<file path="src/rtl/ps2_tx.sv">
// PS/2 host-to-device transmitter with a Wishbone slave port (data register + CSR).
// Drives the PS/2 lines as open-drain pull-down enables and raises a latched interrupt on frame completion.
module ps2_tx #(
    parameter int INHIBIT_CYC = 5000,
    parameter int TIMEOUT_CYC = 1000000
) (
    input  logic        wb_clk_i,
    input  logic        wb_rst_i,
    input  logic [15:0] wb_adr_i,
    input  logic [15:0] wb_dat_i,
    output logic [15:0] wb_dat_o,
    input  logic        wb_cyc_i,
    input  logic        wb_we_i,
    input  logic        wb_stb_i,
    input  logic [1:0]  wb_sel_i,
    output logic        wb_ack_o,
    output logic        irq,
    input  logic        iack,
    input  logic        ps2_clk_i,
    input  logic        ps2_data_i,
    output logic        ps2_clk_oe,
    output logic        ps2_data_oe
);

    localparam int INH_W = $clog2(INHIBIT_CYC + 1);
    localparam int TO_W  = $clog2(TIMEOUT_CYC + 1);

    typedef enum logic [2:0] {IDLE, INHIBIT, RTS, SHIFT, WAITREL} state_t;

    state_t             state;
    logic [7:0]         data_reg;
    logic [3:0]         n;
    logic [INH_W-1:0]   inh_cnt;
    logic [TO_W-1:0]    to_cnt;
    logic               ie, done, nack, err;

    logic clk_meta, clk_sync, clk_prev;
    logic data_meta, data_sync;

    logic        bus_req, wr_data, wr_csr, start;
    logic        active, timeout_hit, release_hit, done_set;
    logic        irq_set, irq_clr, fall, parity;
    logic [3:0]  next_n;
    logic [15:0] csr_rd;

    logic unused_bits;
    assign unused_bits = ^{wb_adr_i[15:2], wb_adr_i[0], wb_dat_i[15:8], wb_sel_i[1]};

    always_comb begin
        bus_req     = wb_cyc_i & wb_stb_i & ~wb_ack_o;
        wr_data     = bus_req & wb_we_i & wb_sel_i[0] & ~wb_adr_i[1];
        wr_csr      = bus_req & wb_we_i & wb_sel_i[0] & wb_adr_i[1];
        start       = wr_data & (state == IDLE);
        active      = (state == RTS) || (state == SHIFT) || (state == WAITREL);
        timeout_hit = active && (to_cnt == TO_W'(TIMEOUT_CYC - 1));
        release_hit = (state == WAITREL) && clk_sync && data_sync;
        done_set    = timeout_hit | release_hit;
        irq_set     = (done_set & ie) | (wr_csr & wb_dat_i[6] & ~ie & done);
        irq_clr     = start | (wr_csr & ~wb_dat_i[6]);
        fall        = clk_prev & ~clk_sync;
        parity      = ~^data_reg;
        next_n      = n + 4'd1;
        csr_rd      = {err, nack, 6'b0, done, ie, 5'b0, (state != IDLE)};
    end

    // Idle PS/2 lines are high, so synchronizers reset to 1 to avoid a phantom edge.
    always_ff @(posedge wb_clk_i or posedge wb_rst_i) begin
        if (wb_rst_i) begin
            clk_meta  <= 1'b1;
            clk_sync  <= 1'b1;
            clk_prev  <= 1'b1;
            data_meta <= 1'b1;
            data_sync <= 1'b1;
        end else begin
            clk_meta  <= ps2_clk_i;
            clk_sync  <= clk_meta;
            clk_prev  <= clk_sync;
            data_meta <= ps2_data_i;
            data_sync <= data_meta;
        end
    end

    always_ff @(posedge wb_clk_i or posedge wb_rst_i) begin
        if (wb_rst_i) begin
            wb_ack_o <= 1'b0;
            wb_dat_o <= 16'h0000;
        end else begin
            wb_ack_o <= bus_req;
            if (bus_req)
                wb_dat_o <= wb_adr_i[1] ? csr_rd : {8'h00, data_reg};
        end
    end

    always_ff @(posedge wb_clk_i or posedge wb_rst_i) begin
        if (wb_rst_i) begin
            state       <= IDLE;
            data_reg    <= 8'h00;
            n           <= 4'd0;
            inh_cnt     <= '0;
            to_cnt      <= '0;
            ie          <= 1'b0;
            done        <= 1'b0;
            nack        <= 1'b0;
            err         <= 1'b0;
            irq         <= 1'b0;
            ps2_clk_oe  <= 1'b0;
            ps2_data_oe <= 1'b0;
        end else begin
            if (wr_csr)
                ie <= wb_dat_i[6];

            // iack wins over a set arriving in the same cycle.
            if (iack)
                irq <= 1'b0;
            else if (irq_set)
                irq <= 1'b1;
            else if (irq_clr)
                irq <= 1'b0;

            case (state)
                IDLE: begin
                    ps2_clk_oe  <= 1'b0;
                    ps2_data_oe <= 1'b0;
                    if (start) begin
                        data_reg   <= wb_dat_i[7:0];
                        done       <= 1'b0;
                        nack       <= 1'b0;
                        err        <= 1'b0;
                        inh_cnt    <= '0;
                        ps2_clk_oe <= 1'b1;
                        state      <= INHIBIT;
                    end
                end
                INHIBIT: begin
                    if (inh_cnt == INH_W'(INHIBIT_CYC - 1)) begin
                        ps2_data_oe <= 1'b1;
                        to_cnt      <= '0;
                        state       <= RTS;
                    end else begin
                        inh_cnt <= inh_cnt + 1'b1;
                    end
                end
                RTS, SHIFT, WAITREL: begin
                    if (timeout_hit) begin
                        err         <= 1'b1;
                        done        <= 1'b1;
                        ps2_clk_oe  <= 1'b0;
                        ps2_data_oe <= 1'b0;
                        state       <= IDLE;
                    end else begin
                        to_cnt <= to_cnt + 1'b1;
                        if (state == RTS) begin
                            ps2_clk_oe <= 1'b0;
                            n          <= 4'd0;
                            state      <= SHIFT;
                        end else if (state == SHIFT) begin
                            // Host updates data after each device falling edge; the device samples on the rise.
                            if (fall) begin
                                n <= next_n;
                                if (next_n <= 4'd8)
                                    ps2_data_oe <= ~data_reg[n[2:0]];
                                else if (next_n == 4'd9)
                                    ps2_data_oe <= ~parity;
                                else if (next_n == 4'd10)
                                    ps2_data_oe <= 1'b0;
                                else begin
                                    nack  <= data_sync;
                                    state <= WAITREL;
                                end
                            end
                        end else if (release_hit) begin
                            done  <= 1'b1;
                            state <= IDLE;
                        end
                    end
                end
                default: state <= IDLE;
            endcase
        end
    end

endmodule

</file>
<file path="config.mk">
export PLATFORM = sky130hd
export DESIGN_NAME = ps2_tx
export DESIGN_NICKNAME = d
export VERILOG_FILES = /design/src/rtl/ps2_tx.sv
export SDC_FILE = /design/constraint.sdc
export NUM_CORES = 1
export LEC_CHECK = 0
export ABC_CLOCK_PERIOD_IN_PS = 3200
export BUFFER_PORTS_ARGS = -buffer_cell sky130_fd_sc_hd__buf_4
export CAP_MARGIN = 0
export CORE_ASPECT_RATIO = 0.9
export CORE_MARGIN = 2
export CORE_UTILIZATION = 60
export DETAILED_ROUTE_END_ITERATION = 10
export PLACE_DENSITY = 0.84
export SETUP_SLACK_MARGIN = 0.3
export SLEW_MARGIN = 20
export SYNTH_ARGS = -nofsm -noshare
export SYNTH_HDL_FRONTEND = slang
export SYNTH_SLANG_ARGS = --single-unit
</file>
<file path="constraint.sdc">
create_clock -name wb_clk_i -period 3.2 [get_ports wb_clk_i]
set_input_delay 0.16 -clock wb_clk_i [delete_from_list [all_inputs] [get_ports wb_clk_i]]
set_output_delay 0.16 -clock wb_clk_i [all_outputs]
set_load 0.005 [all_outputs]
</file>
==> metrics.md <==
| Metric | Value |
|---|---|
| Psw | `380 uW` |
| Top flop regs | `to_cnt: 20 flops, inh_cnt: 13 flops, wb_dat_o: 10 flops` |
| Sequential power share | `53.7%` |
| Num CTS Buffers | `9` |
| Total GRT Usage | `26.7%` |
| Yosys top cell by area | `dfrtp_1` |
| DRT antenna net count | `0` |
| Run status | `complete, no violations` |
| Buffers on Ports | `31` |
| Reg2reg path depth | `6` |
| Yosys warnings | `0` |
| WL final | `8390 um` |
| CTS max path bufs | `2` |
| Max frequency | `399 MHz` |
| Syn-to-layout area delta | `14.7%` |
| Endpoints failing setup | `0` |
| Post-Syn Area per Cell | `9.55 sq um` |
| Die W | `88.0 um` |
| Count of different cell masters after synthesis | `62` |
| First-pass GRT wire length | `14600 um` |
| Hold EP | `data_reg[5]` |
| ANT cells | `0` |
| CTS Sinks | `71` |
| Residual DRC | `0` |
| DIE AREA | `7010 sq um` |
| Worst reg2reg setup slack | `0.69 ns` |
| Via density | `5.91` |
| Worst Min Path Start | `wb_dat_i[5]` |
| Critical path class | `reg -> reg` |
| Post-synth top area share | `43.3%` |
| Post-CTS setup repair buffer count | `0` |
| Primary FF master, synth | `dfrtp_1` |
| Number of placed cells counting well taps | `506` |
| CORE AREA | `6110 sq um` |
| Leak | `0.00193 uW` |
| RR Startpoint | `to_cnt[8]` |
| Setup TNS | `0 ns` |
| Starting Density | `62.3%` |
| Max-cap violations | `0` |
| Height of the die | `79.6 um` |
| Reg clk slew, reported paths | `0.08 ns` |
| Dpl hpwl | `5800 um` |
| Combinational share of power | `4.5%` |
| Largest register FFs | `20` |
| Top reg by flops | `to_cnt` |
| Hold Vio Cnt, Final | `0` |
| Min Tclk post-route | `2.51 ns` |
| Pwr dens | `390 nW/um^2` |
| Seq/Total Area, Yosys | `46.8%` |
| Flops & latches, synth | `71` |
| Max-slew headroom | `53.5%` |
| Max Clock Skew | `0.0146 ns` |
| Clock root buffer | `clkbuf_8` |
| DRT Pass-1 Iters | `5` |
| Int Power | `1330 uW` |
| Critical Path RT | `3.44 ns` |
| Worst-Margin Slew | `0.697 ns` |
| Gr ovfl total | `0` |
| Max Slew Vio Count | `0` |
| Routed len/inst | `15.8 um` |
| Storage cell area | `1780 sq um` |
| Ports | `62` |
| Number of core rows | `27` |
| Most frequent cell after synthesis | `nand2_1` |
| Number of DRC markers in iteration 0 | `187` |
| CP arrival | `2.75 ns` |
| Initial antenna violation count | `0` |
| H-tree depth | `3` |
| Nets | `487` |
| Multi-input logic area | `1880 sq um` |
| Clock power frac | `41.8%` |
| Min-Delay Path Depth | `3` |
| Net Sw Frac | `22.3%` |
| Vias in the first global route | `3272` |
| Post-Syn Area | `3810 sq um` |
| Maximum vdd drop | `0.374 mV` |
| Cell count after synthesis | `399` |
| Async S/R FF share, synth | `100%` |
| Crit Path Max Fanout | `11` |
| Critical Path Start Type | `flip-flop` |
| Period utilization | `78.3%` |
| FF-to-FF End | `ps2_data_oe` |
| Worst skew pair latency | `0.36 ns` |
| RSZ-0062 raised after global routing | `no` |
| Final Non-Filler Cells | `531` |
| Synth area leaders | `dfrtp_1 (43%), nand2_1 (6.8%), xnor2_1 (5.1%)` |
| Pin count of the biggest net entering global routing | `35` |
| Vias | `3140` |
| Post-synth EDFFs | `0` |
| Worst Hold Class | `in -> reg` |
| TritonCTS clock tree | `yes` |
| Routability congestion estimate | `0.885` |
| CP endpoint kind | `flip-flop` |
| Share of layout cells above drive strength 1 | `16.9%` |
| Fillers | `445` |
| Synth top cells by count | `nand2_1 (69), dfrtp_1 (66), nor2_1 (28), xnor2_1 (22), a21oi_1 (21)` |
==> worst max-delay path by stage <==
stage                     startpoint          end  slack (ns)  cells past startpoint
after floorplan            to_cnt[8]  ps2_data_oe        1.03                      8
after global placement     to_cnt[8]  ps2_data_oe        0.78                      6
after detailed placement   to_cnt[8]  ps2_data_oe        0.75                      6
after CTS                  to_cnt[8]  ps2_data_oe        0.74                      6
after global routing        state[2]   to_cnt[18]        0.57                      6
final                      to_cnt[8]  ps2_data_oe        0.69                      6
==> power groups by stage <==
stage	sequential [uW]	combinational, uW	clock [uW]
4_1_cts	918	77.0	724
3_5_place_dp	935	67.9	0
6_report	918	76.4	713
5_1_grt	920	85.9	765
3_3_place_gp	935	65.9	0
2_1_floorplan	934	37.1	0
==> logic make-up (layout without fill, tap and decap cells) <==
| family | count (synthesis) | in the layout | share of synthesized area, % |
|---|---|---|---|
| simple gates | 171 | 171 | 23.1 |
| fa+ha+maj | 6 | 6 | 1.97 |
| compound gates | 82 | 82 | 14.4 |
| mux | 7 | 7 | 2.53 |
| buf+inv | 32 | 72 | 4.37 |
| flops | 71 | 71 | 46.8 |
| xor+xnor | 29 | 29 | 6.66 |
| other cells | 1 | 6 | 0.0984 |
==> what timing repair did <==
action | CTS | global route
hold endpoints to repair | 39 | 0
gates resized for setup | 0 | 0
hold buffers | 9 | 0
==> through the flow <==
stage / util, % / cell area [sq um] / hold WS, ns / worst slack, ns / total power, uW
after detailed placement: 66.9 / 4090 / 0.270 / 0.753 / 1000
after global placement: 66.9 / 4090 / 0.268 / 0.777 / 1000
after CTS: 71.5 / 4370 / 0.000242 / 0.743 / 1720
after floorplan: - / 3830 / 0.164 / 1.03 / 971
final: 71.5 / 4370 / 0.0159 / 0.693 / 1710
after global routing: 71.5 / 4370 / 0.0219 / 0.569 / 1770
==> layout by cell type, fill, tap and decap left out, types with 4 or more instances in the layout <==
cell	n
nand3_1	15
and3_1	5
conb_1	6
dfstp_2	5
a21oi_1	21
nand4_1	11
o31ai_1	7
ha_1	6
dlygate4sd3_1	9
xor2_1	7
inv_1	7
nand2b_1	6
nand2_1	69
xnor2_1	22
nor2_1	28
clkbuf_8	10
mux2i_1	4
buf_4	38
nor3_1	5
o21ai_1	8
or4_1	4
o21ai_0	20
and2_1	4
dfrtp_1	66
==> worst max-delay path, stage by stage, from the launching register on <==
cell and delay, ns:
dfrtp_1 0.48, or4b_4 0.53, nor4_4 0.35, a21o_1 0.47
a21oi_1 0.08, a21boi_1 0.15, o32a_1 0.33
==> area by class of cell <==
type | count | share of cell area (%)
Clock buffer | 13 | 3.40
Clock inverter | 3 | 0.973
Inverter | 9 | 0.773
Multi-Input combinational cell | 301 | 43.0
Sequential cell | 71 | 40.8
Tap cell | 87 | 2.49
Timing Repair Buffer | 47 | 8.58
==> metal layers <==
metal,global-route usage (%),part of all wire [%]
met5,0,0
met4,8.48,1.2
met3,7.96,7.1
met2,41.7,48
met1,36.1,43
No activity file was read; power rests on OpenSTA's default activity.
